$ cat src/rtl/decode_pkg.sv
`default_nettype none
// ============================================================================
// Module   : decode_pkg
// Brief    : Shared instruction field positions, register-file sizing and a
//            one-hot helper for the decode/issue slice.
// Revision : 1.0 - initial release
// ============================================================================
package decode_pkg;

  // Instruction field positions: opcode | rd | rs | rt | unused
  localparam int OPC_MSB = 31;
  localparam int OPC_LSB = 26;
  localparam int RD_MSB  = 25;
  localparam int RD_LSB  = 21;
  localparam int RS_MSB  = 20;
  localparam int RS_LSB  = 16;
  localparam int RT_MSB  = 15;
  localparam int RT_LSB  = 11;

  localparam int NUM_REGS = 32;
  localparam int REG_W    = 5;

  // One-hot decode of a register index onto the scoreboard vector
  function automatic logic [NUM_REGS-1:0] onehot32(input logic [REG_W-1:0] r);
    logic [NUM_REGS-1:0] v;
    v    = '0;
    v[r] = 1'b1;
    return v;
  endfunction

endpackage : decode_pkg
`default_nettype wire

$ cat src/rtl/reg_scoreboard.sv
`default_nettype none
// ============================================================================
// Module   : reg_scoreboard
// Brief    : 32-entry write-pending scoreboard with outstanding-writer count
//            and a sticky error for writebacks to registers not pending.
// Revision : 1.0 - initial release
// ============================================================================
module reg_scoreboard
  import decode_pkg::*;
#(
  parameter int MAX_OUTSTANDING = 4,
  parameter int WB_BYPASS       = 1
) (
  input  logic             clk,
  input  logic             rst,
  input  logic             wb_valid,
  input  logic [REG_W-1:0] wb_reg,
  input  logic             set_en,
  input  logic [REG_W-1:0] set_reg,
  input  logic [REG_W-1:0] rs_reg,
  input  logic [REG_W-1:0] rt_reg,
  input  logic [REG_W-1:0] rd_reg,
  output logic             rs_pend,
  output logic             rt_pend,
  output logic             rd_pend,
  output logic             wb_hit,
  output logic             at_cap,
  output logic [3:0]       outstanding,
  output logic             sb_err
);

  logic [NUM_REGS-1:0] r_sb;
  logic [3:0]          r_outstanding;
  logic                r_sb_err;

  logic                w_wb_live;
  logic [NUM_REGS-1:0] w_wbmask;
  logic [NUM_REGS-1:0] w_setmask;
  logic [NUM_REGS-1:0] w_eff;
  logic                w_set_live;

  // Writeback mask, set mask and the bypass-adjusted view used for hazard lookups
  always_comb begin
    w_wb_live  = wb_valid & (wb_reg != '0);
    w_wbmask   = w_wb_live ? onehot32(wb_reg) : '0;
    w_set_live = set_en & (set_reg != '0);
    w_setmask  = w_set_live ? onehot32(set_reg) : '0;
    wb_hit     = w_wb_live & r_sb[wb_reg];
    w_eff      = (WB_BYPASS != 0) ? (r_sb & ~w_wbmask) : r_sb;
    rs_pend    = (rs_reg != '0) & w_eff[rs_reg];
    rt_pend    = (rt_reg != '0) & w_eff[rt_reg];
    rd_pend    = (rd_reg != '0) & w_eff[rd_reg];
    at_cap     = (r_outstanding == 4'(MAX_OUTSTANDING));
  end

  // Clear on writeback first, then set on issue so a same-register set wins
  always_ff @(posedge clk) begin
    if (rst) begin
      r_sb          <= '0;
      r_outstanding <= 4'd0;
      r_sb_err      <= 1'b0;
    end else begin
      r_sb <= (r_sb & ~w_wbmask) | w_setmask;
      case ({w_set_live, wb_hit})
        2'b10:   r_outstanding <= r_outstanding + 4'd1;
        2'b01:   r_outstanding <= r_outstanding - 4'd1;
        default: r_outstanding <= r_outstanding;
      endcase
      if (w_wb_live && !r_sb[wb_reg]) begin
        r_sb_err <= 1'b1;
      end
    end
  end

  assign outstanding = r_outstanding;
  assign sb_err      = r_sb_err;

endmodule : reg_scoreboard
`default_nettype wire

$ cat src/rtl/decode_issue_ctrl.sv
`default_nettype none
// ============================================================================
// Module   : decode_issue_ctrl
// Brief    : Single-slot decode issue controller. Holds one instruction and
//            offers it to execute only when free of RAW/WAW hazards and below
//            the outstanding-writer cap; flush discards the held slot.
// Revision : 1.0 - initial release
// ============================================================================
module decode_issue_ctrl
  import decode_pkg::*;
#(
  parameter int MAX_OUTSTANDING = 4,
  parameter int WB_BYPASS       = 1
) (
  input  logic             clk,
  input  logic             rst,
  input  logic             in_valid,
  output logic             in_ready,
  input  logic [31:0]      in_inst,
  input  logic             in_reads_rs,
  input  logic             in_reads_rt,
  input  logic             in_writes_rd,
  output logic             out_valid,
  input  logic             out_ready,
  output logic [31:0]      out_inst,
  output logic             out_writes_rd,
  input  logic             wb_valid,
  input  logic [REG_W-1:0] wb_reg,
  input  logic             flush,
  output logic [3:0]       outstanding,
  output logic             sb_err
);

  logic             r_slot_valid;
  logic [31:0]      r_inst;
  logic             r_reads_rs;
  logic             r_reads_rt;
  logic             r_writes_rd;

  logic [REG_W-1:0] w_rd;
  logic [REG_W-1:0] w_rs;
  logic [REG_W-1:0] w_rt;
  logic             w_rs_pend;
  logic             w_rt_pend;
  logic             w_rd_pend;
  logic             w_wb_hit;
  logic             w_at_cap;
  logic             w_hazard;
  logic             w_cap_stall;
  logic             w_issue;
  logic             w_accept;

  assign w_rd = r_inst[RD_MSB:RD_LSB];
  assign w_rs = r_inst[RS_MSB:RS_LSB];
  assign w_rt = r_inst[RT_MSB:RT_LSB];

  reg_scoreboard #(
    .MAX_OUTSTANDING (MAX_OUTSTANDING),
    .WB_BYPASS       (WB_BYPASS)
  ) u_sb (
    .clk         (clk),
    .rst         (rst),
    .wb_valid    (wb_valid),
    .wb_reg      (wb_reg),
    .set_en      (w_issue & r_writes_rd),
    .set_reg     (w_rd),
    .rs_reg      (w_rs),
    .rt_reg      (w_rt),
    .rd_reg      (w_rd),
    .rs_pend     (w_rs_pend),
    .rt_pend     (w_rt_pend),
    .rd_pend     (w_rd_pend),
    .wb_hit      (w_wb_hit),
    .at_cap      (w_at_cap),
    .outstanding (outstanding),
    .sb_err      (sb_err)
  );

  // Issue decision: hazards use only held state, so there is no in->out path.
  // A writeback that retires a pending writer frees a cap slot this cycle.
  always_comb begin
    w_hazard    = (r_reads_rs & w_rs_pend) | (r_reads_rt & w_rt_pend) |
                  (r_writes_rd & w_rd_pend);
    w_cap_stall = r_writes_rd & w_at_cap & ~w_wb_hit;
    out_valid   = r_slot_valid & ~w_hazard & ~w_cap_stall & ~flush;
    w_issue     = out_valid & out_ready;
    in_ready    = ~flush & (~r_slot_valid | w_issue);
    w_accept    = in_valid & in_ready;
  end

  // Slot register: flush empties it, accept reloads, issue alone drains it
  always_ff @(posedge clk) begin
    if (rst) begin
      r_slot_valid <= 1'b0;
      r_inst       <= '0;
      r_reads_rs   <= 1'b0;
      r_reads_rt   <= 1'b0;
      r_writes_rd  <= 1'b0;
    end else if (flush) begin
      r_slot_valid <= 1'b0;
    end else if (w_accept) begin
      r_slot_valid <= 1'b1;
      r_inst       <= in_inst;
      r_reads_rs   <= in_reads_rs;
      r_reads_rt   <= in_reads_rt;
      r_writes_rd  <= in_writes_rd & (in_inst[RD_MSB:RD_LSB] != '0);
    end else if (w_issue) begin
      r_slot_valid <= 1'b0;
    end
  end

  assign out_inst      = r_inst;
  assign out_writes_rd = r_writes_rd;

endmodule : decode_issue_ctrl
`default_nettype wire

$ cat config.mk
export PLATFORM = sky130hd
export DESIGN_NAME = decode_issue_ctrl
export DESIGN_NICKNAME = d
export VERILOG_FILES = /design/src/rtl/decode_pkg.sv /design/src/rtl/reg_scoreboard.sv /design/src/rtl/decode_issue_ctrl.sv
export SDC_FILE = /design/constraint.sdc
export NUM_CORES = 1
export LEC_CHECK = 0
export CAP_MARGIN = 15
export CORE_AREA = 2 2 84 126
export DETAILED_ROUTE_END_ITERATION = 6
export DIE_AREA = 0 0 86 128
export PLACE_DENSITY = 0.78
export SLEW_MARGIN = 0
export SYNTH_ARGS = -nofsm -noshare
export SYNTH_HDL_FRONTEND = slang
export SYNTH_SLANG_ARGS = --single-unit
$ cat constraint.sdc
create_clock -name clk -period 3.7 [get_ports clk]
set_input_delay 0.37 -clock clk [delete_from_list [all_inputs] [get_ports clk]]
set_output_delay 0.37 -clock clk [all_outputs]
set_load 0.05 [all_outputs]
Yosys cells after proc, flatten, opt, wreduce, memory -nomap -nowiden
Cells that the tools add are included.
{"block": "classes", "muxes": 17, "n_shift": 0, "addsub": 2, "reduce_logical": 13, "n_eq_ne": 3, "n_mul": 0, "div": 0, "n_bitwise": 30, "n_lt_le_gt_ge": 6}
{"op": "two-way mux 32 bit", "count": 2}
{"op": "bitwise AND 32 bit", "count": 1}
{"op": "NOT 32 bit", "count": 1}
{"op": "bitwise OR 32 bit", "count": 1}
{"op": "nonzero test 5 bit", "count": 5}
{"op": "less-than comparator 5 x 6 -> 1 bit (second input constant)", "count": 4}
{"op": "binary-select mux 1 bit (select 5 bit)", "count": 4}
{"op": "bitwise AND 1 bit", "count": 19}
{"op": "demux 1 bit (select 5 bit)", "count": 2}
{"op": "greater-or-equal comparator 5 x 1 -> 1 bit (second input constant)", "count": 2}
{"op": "two-way mux 1 bit", "count": 8}
{"op": "case mux 4 bit (2 select lines)", "count": 1}
{"op": "NOT 1 bit", "count": 5}
{"op": "adder 4 x 1 -> 4 bit (second input constant)", "count": 1}
{"op": "equality test 4 x 3 -> 1 bit (second input constant)", "count": 1}
{"op": "nonzero test 2 bit", "count": 2}
{"op": "subtractor 4 x 1 -> 4 bit (second input constant)", "count": 1}
{"op": "logical AND 1 bit", "count": 3}
{"op": "bitwise OR 1 bit", "count": 3}
{"op": "equality test 2 x 1 -> 1 bit (second input constant)", "count": 1}
{"op": "equality test 2 bit (second input constant)", "count": 1}
{"op": "AND reduction 2 bit", "count": 1}
{"op": "OR reduction 2 bit", "count": 1}
{"op": "zero test 1 bit", "count": 1}
{"block": "totals", "ramBits": 0, "input_bits": 46, "mem_bits_ro": 0, "latch_bits": 0, "reg_bits": 73, "wordCells": 79, "n_memories": 0}

Depth between registers and ports, before layout
{"block": "depth", "ltp_word": 22, "ltp_mapped": 18, "ltp_nobuf": 15}

Hierarchy
A second synthesis with hierarchy kept.
{"block": "hier_totals", "hier_cells": 542, "area_unflattened_um2": 4575.6}
{"module": "reg_scoreboard", "seq_area_each_um2": 740.7, "area_per_inst_um2": 3036.7, "cells_each": 381, "instances": 1}
{"module": "decode_issue_ctrl", "seq_area_each_um2": 720.7, "area_per_inst_um2": 1539.0, "cells_each": 161, "instances": 1}

Worst setup path before layout
No wires, ideal clock.
{"block": "synth_path", "path_type": "flip-flop to flip-flop", "start": "register r_inst[22], in the netlist out_inst[22]", "end": "register u_sb.r_outstanding[2], in the netlist u_sb.outstanding[2]", "stages_incl_launch_ff": 17, "t_arrival_ps": 3945, "setup_slack_ps": -316, "setup_time_ps": 71, "cell_sequence": "dfxtp_1 clkbuf_1 clkbuf_1 mux4_2 a311o_1 o2bb2ai_2 o211ai_2 nor3_2 buf_4 nand2_1 ha_1 xor2_1 ha_1 a21oi_1 xor2_1 or3_1 a21oi_1"}
{"block": "synth_between", "elab_chain_len": 14, "word_cells_on_any_way": 17, "classes_between": "2 x eq/ne; 3 x mux; 10 x bitwise; 2 x reduce/logical"}
{"item": "from (decl)", "line_no": "decode_issue_ctrl.sv:35", "source": "logic [31:0] r_inst;"}
{"item": "from (signal assigned)", "line_no": "decode_issue_ctrl.sv:103", "source": "r_inst <= in_inst;"}
{"item": "binary-select mux 1 bit (select 5 bit)", "line_no": "reg_scoreboard.sv:52", "source": "rd_pend = (rd_reg != '0) & w_eff[rd_reg];"}
{"item": "two-way mux 1 bit (implied by the code)", "line_no": "reg_scoreboard.sv:52"}
{"item": "bitwise AND 1 bit (*)", "line_no": "reg_scoreboard.sv:52"}
{"item": "bitwise AND 1 bit (*)", "line_no": "decode_issue_ctrl.sv:83", "source": "(r_writes_rd & w_rd_pend);"}
{"item": "bitwise OR 1 bit (*)", "line_no": "decode_issue_ctrl.sv:82", "source": "w_hazard = (r_reads_rs & w_rs_pend) | (r_reads_rt & w_rt_pend) |"}
{"item": "NOT 1 bit (*)", "line_no": "decode_issue_ctrl.sv:85", "source": "out_valid = r_slot_valid & ~w_hazard & ~w_cap_stall & ~flush;"}
{"item": "bitwise AND 1 bit (*) (3 in series)", "line_no": "decode_issue_ctrl.sv:85"}
{"item": "net out_valid", "line_no": "decode_issue_ctrl.sv:23", "source": "output logic out_valid,"}
{"item": "bitwise AND 1 bit (*)", "line_no": "decode_issue_ctrl.sv:86", "source": "w_issue = out_valid & out_ready;"}
{"item": "bitwise AND 1 bit (*)", "line_no": "decode_issue_ctrl.sv:65", "source": ".set_en (w_issue & r_writes_rd),"}
{"item": "bitwise AND 1 bit (*)", "line_no": "reg_scoreboard.sv:46", "source": "w_set_live = set_en & (set_reg != '0);"}
{"item": "equality test 2 x 1 -> 1 bit / equality test 2 bit (equally long branches)", "line_no": "reg_scoreboard.sv:64", "source": "case ({w_set_live, wb_hit})"}
{"item": "case mux 4 bit (2 select lines) / nonzero test 2 bit (equally long branches)"}
{"item": "to (signal assigned)", "line_no": "reg_scoreboard.sv:65", "source": "2'b10: r_outstanding <= r_outstanding + 4'd1;"}
{"item": "to (signal assigned)", "line_no": "reg_scoreboard.sv:66", "source": "2'b01: r_outstanding <= r_outstanding - 4'd1;"}
{"item": "to (signal assigned)", "line_no": "reg_scoreboard.sv:67", "source": "default: r_outstanding <= r_outstanding;"}
{"item": "to (decl)", "line_no": "reg_scoreboard.sv:33", "source": "logic [3:0] r_outstanding;"}
Mark *: on every way through the listed nets, which the timed path passes. The rest lies on a longest branch. The select of a mux whose other input is x is not followed.
A chain may end at the register's enable or synchronous reset.

Worst setup path in the final report
{"block": "layout_path", "start": "input wb_reg[0]", "end": "register u_sb.r_outstanding[2], in the netlist u_sb.outstanding[2]"}
{"block": "layout_between", "elab_chain_len": 22, "word_cells_on_any_way": 41, "classes_between": "2 x order compare; 2 x eq/ne; 12 x mux; 22 x bitwise; 3 x reduce/logical"}
{"item": "from (decl)", "line_no": "decode_issue_ctrl.sv:28", "source": "input logic [REG_W-1:0] wb_reg,"}
{"item": "less-than comparator 5 x 6 -> 1 bit (implied by the code) / greater-or-equal comparator 5 x 1 -> 1 bit (equally long branches)", "line_no": "decode_pkg.sv:27", "source": "v[r] = 1'b1;"}
{"item": "logical AND 1 bit (implied by the code)", "line_no": "decode_pkg.sv:27"}
{"item": "two-way mux 1 bit (implied by the code)", "line_no": "decode_pkg.sv:27"}
{"item": "demux 1 bit (select 5 bit)"}
{"item": "two-way mux 32 bit", "line_no": "reg_scoreboard.sv:45", "source": "w_wbmask = w_wb_live ? onehot32(wb_reg) : '0;"}
{"item": "NOT 32 bit", "line_no": "reg_scoreboard.sv:49", "source": "w_eff = (WB_BYPASS != 0) ? (r_sb & ~w_wbmask) : r_sb;"}
{"item": "bitwise AND 32 bit", "line_no": "reg_scoreboard.sv:49"}
{"item": "binary-select mux 1 bit (select 5 bit) (on tied branches)", "line_no": "reg_scoreboard.sv:50, reg_scoreboard.sv:51"}
{"item": "[... 3 more ...]"}
{"item": "bitwise OR 1 bit (2 in series)", "line_no": "decode_issue_ctrl.sv:82"}
{"item": "NOT 1 bit", "line_no": "decode_issue_ctrl.sv:85"}
{"item": "bitwise AND 1 bit (3 in series)", "line_no": "decode_issue_ctrl.sv:85"}
{"item": "bitwise AND 1 bit", "line_no": "decode_issue_ctrl.sv:86"}
{"item": "bitwise AND 1 bit", "line_no": "decode_issue_ctrl.sv:65"}
{"item": "bitwise AND 1 bit", "line_no": "reg_scoreboard.sv:46"}
{"item": "equality test 2 x 1 -> 1 bit / equality test 2 bit (equally long branches)", "line_no": "reg_scoreboard.sv:64"}
{"item": "case mux 4 bit (2 select lines) / nonzero test 2 bit (equally long branches)"}
Parallel ways exist; a longest one is shown, timed or not. The select of a mux whose other input is x is not followed.

==> flow_summary.toml <==
[grt]
track_usage = 0.3150
grt_overflow = 0
grt_antenna_before_repair = 0
grt_start_max_net_pins = 42
grt_pass1_wl_mm = 26.62
grt_pass1_vias = 5011

[logic_synthesis]
synth.area.top_cells = "dfxtp_1 32%, mux2i_1 13%, nor2_1 4.6%"
synth_seq_cells = 73
yosys.area.top_type = "dfxtp_1"
synth_compound_area_frac = 0.2014
synth.top_cell.area_share = 0.3170
syn-cell-area_mm2 = 0.004611
yosysSeqAreaShare = 0.3170
synth_cell_types = 73
yosys.area_share.simple = 0.2261
async_reset_ff_frac = 0
synth_mux_area_frac = 0.1642
synth_ff_type = "dfxtp_1"
synth_top_family_by_area = "simple AND/OR/NAND/NOR gates"
synth_edf_count = 0
synth_adder_area_share = 0.008141
synthCells = 538
syn_nets = 587
yosys_warnings = 0
avgSynthCellArea_um2 = 8.570
synth-xor-area-share = 0.01710

[cells_and_area]
final_area_mm2 = 0.006603
drive_gt1_frac = 0.2428
seq_area_mm2 = 0.001465
diodes = 0
syn_to_final_growth_pct = 43.20
nets = 740
multiInputGateArea_mm2 = 0.002995
fillers = 795
final_util = 0.6625
layoutNonFillerInstCount = 813

[clock_network]
clock_path_buffers = 2
root_buffer = "clkbuf_16"
cts_tree = "yes"
cts_buffers = 9
ctsHoldBuffers = 0
insertion_delay_ns = 0.34
clk_pin_slew_ns = 0.06
h-tree-depth = 3
cts_sinks = 73

[die]
io_pins = 86
fp.dieW_um = 86
dieHeight_um = 128
core.rowCount = 45
start_util = 0.4626
dieArea_mm2 = 0.01101
core_mm2 = 0.009966

[setup_path]
path_max_fanout = 9
cp-start-kind = "input pin"
slowest_stage = "a221oi_1"
critPathCaptureType = "register"
worstPathCellList = "dlygate4sd2_1 > buf_4 > buf_4 > mux2i_1 > a221oi_1 > nand4_1 > a31oi_4 > o211ai_1 > nor3_2 > nand2_1 > ha_2 > xor2_1 > ha_2 > a21oi_2 > xor2_1 > or3_4 > a21oi_2"
crit_family = "compound AO/OA/AOI/OAI gates"
crit_required_ns = 3.98
critPathKind = "in2reg"
timing.rr.start = "out_inst[22]$_SDFFE_PP0P_"
path_buf_inv = 3
cp.arrival_ns = 3.85
critical-path-max-stage-delay_ns = 0.43
cp-startpoint = "wb_reg[0]"

[placed_design]
dp.cells = 790
gp_congestion = 0.9684
io_buffers = 85
hpwl_mm = 12.93
placed_area_mm2 = 0.006106

[sta]
setup_tns_ns = 0
max_freq_ghz = 0.2795
whs_ns = 0.4912
final-hold-violation-count = 0
worst_pin_slew_ns = 0.7311
min_period_over_period = 0.9669
clock_skew_ns = 0.003887
maxSlewHeadroom = 0.5126
setup_viol = 0
period_minus_slack_ns = 3.578
slew_violations = 0

[drt]
wl_per_cell_um = 21.09
wl_met2_mm = 8.513
wl_met3_mm = 1.044
top_layer = "met4"
wirelength_mm = 17.15
first_pass_iters = 6
drc = 0
vias = 5045
routed_via_density = 6.205
ant_nets = 0
wl_met1_mm = 6.401
drtIter0Drc = 548

[run_status]
outcome = "finished clean"

[power_and_ir_drop]
power_density_mw_per_mm2 = 329.6
peakVddDrop_v = 0.0002885
p_leak_nw = 2.455

[run]
cap_violations = 0

[worst_hold_path]
min_from = "u_sb.sb_err$_SDFFE_PP0P_"
hold_class = "reg2reg"
-- routing by layer --
layer  track usage  vias to the layer above
met3       0.05795                       74
met2        0.5376                      251
met4        0.2138                        0
met5             0                        -
li1              -                     2323
met1        0.3493                     2397
-- what timing repair did --
action / in CTS / in global routing
setup endpoints to repair: 2 / 3
gates cloned: 0 / 1
setup buffers: 1 / 5
resized for setup: 21 / 30
pin swaps: 3 / 13
-- per-stage QoR --
stage / total power (W) / worst slack [ns]
after global placement: 0.001290 / -0.3979
final: 0.002176 / 0.1225
after global routing: 0.002244 / -0.007614
after CTS: 0.002164 / 0.007258
after floorplan: 0.001112 / 0.008491
after detailed placement: 0.001296 / -0.4643
-- power by group --
group | internal, W | leakage, nW | switching, W
sequential | 0.000810 | 0.594 | 0.0000310
clock | 0.000522 | 0.146 | 0.000352
combinational | 0.000203 | 1.72 | 0.000259
-- sequential cells by signal, summed over array words and instances, names as in the netlist --
signal,count
out_inst,32
u_sb.r_sb,32
r_reads_rs,1
out_writes_rd,1
u_sb.sb_err,1
r_slot_valid,1
u_sb.outstanding,4
r_reads_rt,1
-- path summary, 6_finish.rpt --
| check | end | slack, ns | cells past startpoint |
|---|---|---|---|
| worst min register to register | u_sb.sb_err$_SDFFE_PP0P_ | 0.49 | 2 |
| worst max register to register | u_sb.outstanding[2]$_SDFFE_PP0P_ | 0.29 | 15 |
| worst max-delay path | u_sb.outstanding[2]$_SDFFE_PP0P_ | 0.12 | 17 |
| worst min-delay path | u_sb.sb_err$_SDFFE_PP0P_ | 0.49 | 2 |
-- synthesized netlist by cell type, types with 5 or more instances --
| cell | number |
|---|---|
| a211oi_1 | 7 |
| a21oi_1 | 11 |
| a31oi_1 | 9 |
| buf_2 | 19 |
| clkbuf_1 | 17 |
| dfxtp_1 | 73 |
| inv_1 | 10 |
| mux2i_1 | 61 |
| mux4_2 | 5 |
| nand2_1 | 23 |
| nand2b_1 | 10 |
| nand3_1 | 17 |
| nand3b_1 | 5 |
| nand4_1 | 15 |
| nor2_1 | 57 |
| nor2b_1 | 18 |
| nor3_1 | 7 |
| o2111ai_1 | 8 |
| o211ai_1 | 11 |
| o21ai_0 | 33 |
| o21ai_1 | 10 |
| o22ai_1 | 21 |
| xor2_1 | 7 |
-- cells by family after synthesis --
family / after synthesis
adders and majority gates: 3
and+or+nand+nor: 189
xor gates and xnor gates: 9
AOI/OAI and AO/OA: 139
muxes: 69
DFF: 73
buffers and inverters: 56
-- worst register-to-register path, cell delays in order, from the launching register on --
cell and delay, ns:
dfxtp_2 0.51, buf_4 0.26, nor2b_1 0.26, nand2_1 0.09, a311o_1 0.37, o2bb2ai_2 0.16, o211ai_2 0.12, nor3_2 0.21
nand2_1 0.10, ha_2 0.22, xor2_1 0.14, ha_2 0.20, a21oi_2 0.04, xor2_1 0.16, or3_4 0.39, a21oi_2 0.11
-- area by class of cell --
class | instances | area share
clock inverter | 7 | 0.01061
tap | 117 | 0.02217
inverter | 12 | 0.006822
multi-input combinational | 409 | 0.4537
clock buffer | 9 | 0.03411
timing repair buffer | 186 | 0.2507
sequential | 73 | 0.2219
-- cell usage in the layout (no fill, tap or decap), types with 8 or more instances in the layout --
master           count
mux2i_1             60
nor2b_1             18
o211ai_1            11
a21oi_1              9
nand3_1             17
o21ai_1             14
o21ai_0             26
clkdlybuf4s50_1     76
dfxtp_1             70
o22ai_1             21
nand2b_1             8
nand2_1             22
buf_4               95
nor2_1              57
clkbuf_16            9
nand4_1             15
inv_1               10
Note: power is estimated with default switching activity, not from simulation.
